[src/rtl/if_stage_pkg.sv]
// if_stage_pkg: shared pipeline types and constants for instruction fetch
package if_stage_pkg;

    typedef enum logic [1:0] {
        JUMP_NONE = 2'b00,
        JUMP_IMM  = 2'b01,
        JUMP_REG  = 2'b10
    } jump_t;

    typedef enum logic [1:0] {
        RUN,
        HOLD,
        DROP
    } fetchState_t;

    localparam logic [31:0] NOP_INSTR = 32'h0;

    function automatic logic [31:0] wordAlign(input logic [31:0] a);
        return {a[31:2], 2'b00};
    endfunction

endpackage

[src/rtl/if_stage_if.sv]
// if_stage_if: instruction-memory request/response handshake
interface if_stage_if;

    logic        imem_req_o;
    logic [31:0] imem_addr_o;
    logic        imem_valid_i;
    logic [31:0] imem_rdata_i;

    modport master (output imem_req_o, imem_addr_o, input imem_valid_i, imem_rdata_i);
    modport slave  (input imem_req_o, imem_addr_o, output imem_valid_i, imem_rdata_i);

endinterface

[src/rtl/if_stage_pc_next_sel.sv]
// pc_next_sel: redirect detection and target select for the fetch PC
module pc_next_sel
    import if_stage_pkg::*;
(
    input  logic        branchTaken,
    input  logic [31:0] branchTarget,
    input  logic [1:0]  jumpKind,
    input  logic [25:0] jumpImm,
    input  logic [31:0] jumpReg,
    input  logic [31:0] ifidPc4,
    input  logic        jumpEn,
    output logic        redirect,
    output logic [31:0] target
);

    logic jumpTaken;

    // a resolved branch outranks any jump decoded in ID
    always_comb begin
        jumpTaken = jumpEn && (jumpKind == JUMP_IMM || jumpKind == JUMP_REG);
        redirect  = branchTaken || jumpTaken;
        target    = branchTaken ? wordAlign(branchTarget)
                  : jumpKind == JUMP_IMM ? {ifidPc4[31:28], jumpImm, 2'b00}
                  : wordAlign(jumpReg);
    end

endmodule

[src/rtl/if_stage.sv]
// if_stage: PC, fetch handshake FSM and IF/ID pipeline register
module if_stage
    import if_stage_pkg::*;
#(
    parameter logic [31:0] RESET_PC = 32'h0000_0000
) (
    input  logic        clk,
    input  logic        reset,
    input  logic        stall_i,
    input  logic        branch_taken_i,
    input  logic [31:0] branch_target_i,
    input  logic [1:0]  jump_i,
    input  logic [25:0] jump_imm_i,
    input  logic [31:0] jump_reg_i,
    if_stage_if.master  imem,
    output logic [31:0] ifid_instr_o,
    output logic [31:0] ifid_pc4_o,
    output logic        ifid_valid_o,
    output logic        flush_idex_o
);

    fetchState_t state, nextState;
    logic [31:0] pc, pcNext, pcPlus4, pendPc, holdInstr, target, loadData;
    logic        redirect, done, loadInstr, holdLoad, pendLoad;

    assign pcPlus4 = pc + 32'd4;

    pc_next_sel uSel (
        .branchTaken  (branch_taken_i),
        .branchTarget (branch_target_i),
        .jumpKind     (jump_i),
        .jumpImm      (jump_imm_i),
        .jumpReg      (jump_reg_i),
        .ifidPc4      (ifid_pc4_o),
        .jumpEn       (ifid_valid_o && !stall_i),
        .redirect     (redirect),
        .target       (target)
    );

    // fetch state register
    always_ff @(posedge clk or posedge reset) begin
        if (reset) state <= RUN;
        else       state <= nextState;
    end

    // a redirect without completion must wait out the outstanding fetch in DROP
    always_comb begin
        nextState = state;
        case (state)
            RUN:     nextState = redirect ? (done ? RUN : DROP) : (done && stall_i) ? HOLD : RUN;
            HOLD:    nextState = (redirect || !stall_i) ? RUN : HOLD;
            DROP:    nextState = done ? RUN : DROP;
            default: nextState = RUN;
        endcase
    end

    // memory request follows the state; reset silences request and flush at once
    always_comb begin
        imem.imem_req_o  = !reset && state != HOLD;
        imem.imem_addr_o = wordAlign(pc);
        flush_idex_o     = !reset && branch_taken_i;
    end

    // decide what the next edge loads into PC, pending target, hold buffer and IF/ID
    always_comb begin
        done      = imem.imem_req_o && imem.imem_valid_i;
        loadInstr = !redirect && !stall_i && (state == HOLD || (state == RUN && done));
        holdLoad  = !redirect && stall_i && state == RUN && done;
        pendLoad  = redirect && !done && state != HOLD;
        loadData  = state == HOLD ? holdInstr : imem.imem_rdata_i;
        pcNext    = state == DROP ? (done ? (redirect ? target : pendPc) : pc)
                  : (redirect && (done || state == HOLD)) ? target
                  : loadInstr ? pcPlus4 : pc;
    end

    // PC, pending redirect target and stalled-instruction buffer
    always_ff @(posedge clk or posedge reset) begin
        if (reset) begin
            pc        <= wordAlign(RESET_PC);
            pendPc    <= '0;
            holdInstr <= NOP_INSTR;
        end else begin
            pc <= pcNext;
            if (pendLoad) pendPc <= target;
            if (holdLoad) holdInstr <= imem.imem_rdata_i;
        end
    end

    // IF/ID register: load, bubble on redirect or empty cycle, freeze on stall
    always_ff @(posedge clk or posedge reset) begin
        if (reset) begin
            ifid_instr_o <= NOP_INSTR;
            ifid_pc4_o   <= '0;
            ifid_valid_o <= 1'b0;
        end else if (loadInstr) begin
            ifid_instr_o <= loadData;
            ifid_pc4_o   <= pcPlus4;
            ifid_valid_o <= 1'b1;
        end else if (redirect || !stall_i) begin
            ifid_instr_o <= NOP_INSTR;
            ifid_pc4_o   <= '0;
            ifid_valid_o <= 1'b0;
        end
    end

endmodule

[src/flat_wrapper.sv]
// flat-port wrapper written by rule: the top's interface ports become plain ports
module if_stage_flat import if_stage_pkg::*;
#(
    parameter logic [31:0] RESET_PC = 32'h0000_0000
)
  (clk, reset, stall_i, branch_taken_i, branch_target_i, jump_i, jump_imm_i, jump_reg_i, ifid_instr_o, ifid_pc4_o, ifid_valid_o, flush_idex_o, imem_imem_req_o, imem_imem_addr_o, imem_imem_valid_i, imem_imem_rdata_i);
  if_stage_if imem_i ();
  input  logic clk;
  input  logic reset;
  input  logic stall_i;
  input  logic branch_taken_i;
  input  logic [31:0] branch_target_i;
  input  logic [1:0] jump_i;
  input  logic [25:0] jump_imm_i;
  input  logic [31:0] jump_reg_i;
  output logic [31:0] ifid_instr_o;
  output logic [31:0] ifid_pc4_o;
  output logic ifid_valid_o;
  output logic flush_idex_o;
  output wire logic [$bits(imem_i.imem_req_o)-1:0] imem_imem_req_o;
  output wire logic [$bits(imem_i.imem_addr_o)-1:0] imem_imem_addr_o;
  input wire logic [$bits(imem_i.imem_valid_i)-1:0] imem_imem_valid_i;
  input wire logic [$bits(imem_i.imem_rdata_i)-1:0] imem_imem_rdata_i;
  assign imem_imem_req_o = imem_i.imem_req_o;
  assign imem_imem_addr_o = imem_i.imem_addr_o;
  assign imem_i.imem_valid_i = imem_imem_valid_i;
  assign imem_i.imem_rdata_i = imem_imem_rdata_i;
  if_stage #(.RESET_PC(RESET_PC)) u_core (.clk(clk), .reset(reset), .stall_i(stall_i), .branch_taken_i(branch_taken_i), .branch_target_i(branch_target_i), .jump_i(jump_i), .jump_imm_i(jump_imm_i), .jump_reg_i(jump_reg_i), .imem(imem_i), .ifid_instr_o(ifid_instr_o), .ifid_pc4_o(ifid_pc4_o), .ifid_valid_o(ifid_valid_o), .flush_idex_o(flush_idex_o));
endmodule
[config.mk]
export PLATFORM = sky130hd
export DESIGN_NAME = if_stage_flat
export DESIGN_NICKNAME = d
export VERILOG_FILES = /design/src/rtl/if_stage_pkg.sv /design/src/rtl/if_stage_if.sv /design/src/rtl/if_stage_pc_next_sel.sv /design/src/rtl/if_stage.sv /design/src/flat_wrapper.sv
export SDC_FILE = /design/constraint.sdc
export NUM_CORES = 1
export LEC_CHECK = 0
export CAP_MARGIN = 15
export CORE_ASPECT_RATIO = 1.75
export CORE_MARGIN = 2
export CORE_UTILIZATION = 52
export CTS_CLUSTER_SIZE = 14
export DETAILED_ROUTE_END_ITERATION = 12
export PLACE_DENSITY = 0.95
export SLEW_MARGIN = 10
export SYNTH_ARGS = -nofsm -noshare
export SYNTH_HDL_FRONTEND = slang
export SYNTH_SLANG_ARGS = --single-unit
[constraint.sdc]
create_clock -name clk -period 9.75 [get_ports clk]
set_clock_uncertainty 0.1 [all_clocks]
set_input_delay 0.975 -clock clk [delete_from_list [all_inputs] [get_ports clk]]
set_output_delay 0.975 -clock clk [all_outputs]
set_load 0.01 [all_outputs]
==> results.py <==
metrics = {
    "run_status": {
        "status": "finished clean",
    },
    "power_and_ir_drop": {
        "vdd.ir_drop.worst_v": 0.0001041,
        "powerDensity_nw_per_um2": 189.6,
        "power_leakage_nw": 4.724,
    },
    "routing": {
        "wl_per_cell_um": 20.22,
        "wl_um": 24070,
        "drc": 0,
        "vias": 7174,
        "vias_per_cell": 6.029,
        "dr.pass1.iters": 5,
        "drtIter0Drc": 499,
        "ant_nets": 0,
    },
    "finish": {
        "seq_area_sq_um": 3954,
        "final_cell_mix": "clkdlybuf4s50_1, dfrtp_1, nand2_1",
        "area_growth_pct": 35.70,
        "final_common_cell": "clkdlybuf4s50_1",
        "diodes": 0,
        "n_fill_cell": 1061,
        "fin_nets": 1122,
        "multi_input_area_sq_um": 3936,
        "drive_above_1_share_pct": 9.661,
        "finish.instance_area_sq_um": 11030,
    },
    "clock_tree": {
        "post-cts-setup-buffers": 0,
        "cts_resized": 0,
        "cts_buffers": 17,
        "holdBufCountCts": 0,
        "h-tree-depth": 4,
        "clockBufferDepth": 2,
        "cts_sinks": 158,
        "path_clk_slew_ns": 0.07,
        "clock_tree.root_cell": "clkbuf_16",
        "cts_tree": "built",
        "clock_latency_ns": 0.42,
    },
    "grt": {
        "grt_usage_pct": 29.13,
        "grt_max_degree": 86,
        "grt_antenna_before_repair": 0,
        "grt_pass1_wl_um": 38240,
        "grt_pass1_vias": 7401,
        "gr-total-overflow": 0,
    },
    "synthesis": {
        "ys_seq_elements": 158,
        "yosysWarnings": 0,
        "synth_cells": 798,
        "synth_area_leaders": "dfrtp_1, mux2i_1, o21ai_0, nand2_1, mux2_2",
        "synth_top_area_share_pct": 48.63,
        "syn_area_sq_um": 8130,
        "synth_ff_type": "dfrtp_1",
        "yosysSeqAreaShare_pct": 48.63,
        "synth_largest_area_cell": "dfrtp_1",
        "ys_types": 58,
        "avgSynthCellArea_sq_um": 10.19,
        "synth-edff-count": 0,
        "async_flop_share_pct": 100.0,
    },
    "setup_path": {
        "path_class": "in2reg",
        "end_kind": "register",
        "worst_ep_arrival_time_ns": 4.49,
        "cp-start-kind": "input port",
        "cp.required_ns": 9.94,
        "cp_max_fo": 60,
        "reg2reg_slack_ns": 5.47,
        "r2r-end": "u_core.ifid_instr_o[0]",
        "r2r_cells": 5,
        "worstReg2RegStart": "u_core.state[1]",
    },
    "worst_hold_path": {
        "hold_depth": 2,
        "min_path_type": "reg2reg",
        "worstHoldStart": "u_core.ifid_pc4_o[15]",
        "whs_endpoint": "u_core.ifid_pc4_o[15]",
    },
    "place": {
        "io_buffer_count": 221,
        "dp_hpwl_um": 16870,
        "dpl_cell_area_sq_um": 10430,
        "post-place-ws_ns": 5.081,
        "gp_congestion": 0.8422,
    },
    "floorplanning": {
        "die_area_sq_um": 16690,
        "start_util_pct": 53.09,
        "rows": 60,
        "die_w_um": 98.52,
        "io-pin-count": 228,
        "die_height_um": 169.4,
        "core_sq_um": 15310,
    },
    "sta": {
        "finalCritPeriodShare_pct": 44.13,
        "max_slew_margin_pct": 23.93,
        "tns_ns": 0,
        "rsz0062_at_grt": "no",
        "finalCriticalPeriod_ns": 4.302,
        "fmax_ghz": 0.2324,
        "hold_violations": 0,
        "setup_viol": 0,
        "slew_violations": 0,
        "setup_ws_ns": 5.448,
        "worst_pin_slew_ns": 1.141,
    },
    "run": {
        "drv_cap": 0,
    },
}
-- cells in the mapped netlist (3+ instances only) --
master	instances
a31oi_1	5
o21ai_1	9
buf_4	7
xnor2_1	24
nand2_1	115
o22a_1	3
buf_2	17
nand2b_1	3
nor2b_1	5
mux2_2	37
clkbuf_1	30
and4_1	5
o2bb2ai_1	29
nor3_1	11
inv_1	6
and3_1	5
mux2i_1	62
a22o_1	4
o22ai_1	9
a211oi_1	3
mux2_1	23
and2_1	7
nand3_1	10
o21ai_0	106
a21oi_1	24
xor2_1	6
dfrtp_1	158
nand4_1	4
nor2_1	33
-- final cells by class --
type | instances | area share [%]
inverters | 7 | 0.2835
repair buffers | 230 | 20.84
well taps | 186 | 2.109
clock buffers | 17 | 3.856
clock inverters | 15 | 1.395
multi-input cells | 577 | 35.68
flip-flops and latches | 158 | 35.84
-- flip-flops by register name (all words and copies together) (netlist names) --
register,cells
u_core.ifid_valid_o,1
u_core.pc,30
u_core.ifid_instr_o,32
u_core.state,2
u_core.holdInstr,32
u_core.pendPc,30
u_core.ifid_pc4_o,31
-- per-stage QoR --
step,util (%),total power [mW],instances,hold WS [ns]
after floorplan,-,1.159,799,0.3458
after global placement,68.08,1.407,1157,0.3609
after detailed placement,68.08,1.434,1157,0.3691
after CTS,71.86,2.090,1189,0.3835
after global routing,72.04,2.182,1190,0.3880
final,72.04,2.091,1190,0.3784
-- critical path, stage by stage --
cell	delay (ns)
clkdlybuf4s50_1	0.46
inv_1	0.04
ha_1	0.31
nand2b_1	0.17
a21oi_1	0.29
o31a_1	0.80
nand2_2	0.90
o21ai_0	0.53
-- where the power goes --
part / total, mW / switching, mW / internal, mW
logic: 0.536 / 0.252 / 0.284
clock network: 0.660 / 0.298 / 0.362
registers: 0.896 / 0.122 / 0.773
total: 2.09 / 0.673 / 1.42
-- worst max-delay path by stage --
| stage | start | endpoint | slack, ns |
|---|---|---|---|
| after floorplan | reset | u_core.holdInstr[0] | 4.41 |
| after global placement | jump_i[1] | u_core.ifid_pc4_o[2] | 5.23 |
| after detailed placement | jump_i[1] | u_core.ifid_instr_o[7] | 5.08 |
| after CTS | jump_i[1] | u_core.ifid_pc4_o[5] | 5.49 |
| after global routing | u_core.state[1] | u_core.ifid_instr_o[0] | 5.27 |
| final | jump_i[1] | u_core.ifid_instr_o[0] | 5.45 |
-- logic make-up (layout without fill, tap and decap cells) --
| family | after synthesis | after routing | share of synthesized area, % |
|---|---|---|---|
| AO/OA/AOI/OAI | 211 | 211 | 15.90 |
| XOR/XNOR | 30 | 30 | 3.232 |
| flip-flops | 158 | 158 | 48.63 |
| other | 1 | 2 | 0.04612 |
| buffers and inverters | 64 | 269 | 3.555 |
| multiplexers | 122 | 122 | 15.94 |
| adder cells (fa/ha/maj) | 2 | 2 | 0.3077 |
| AND/OR/NAND/NOR | 210 | 210 | 12.39 |
-- per-layer routing --
layer	global-route usage [%]	wire length, um
met4	17.63	1448
met5	0	0
met3	5.437	1420
met1	32.58	8651
met2	50.90	12550
(Power assumes the default switching activity.)
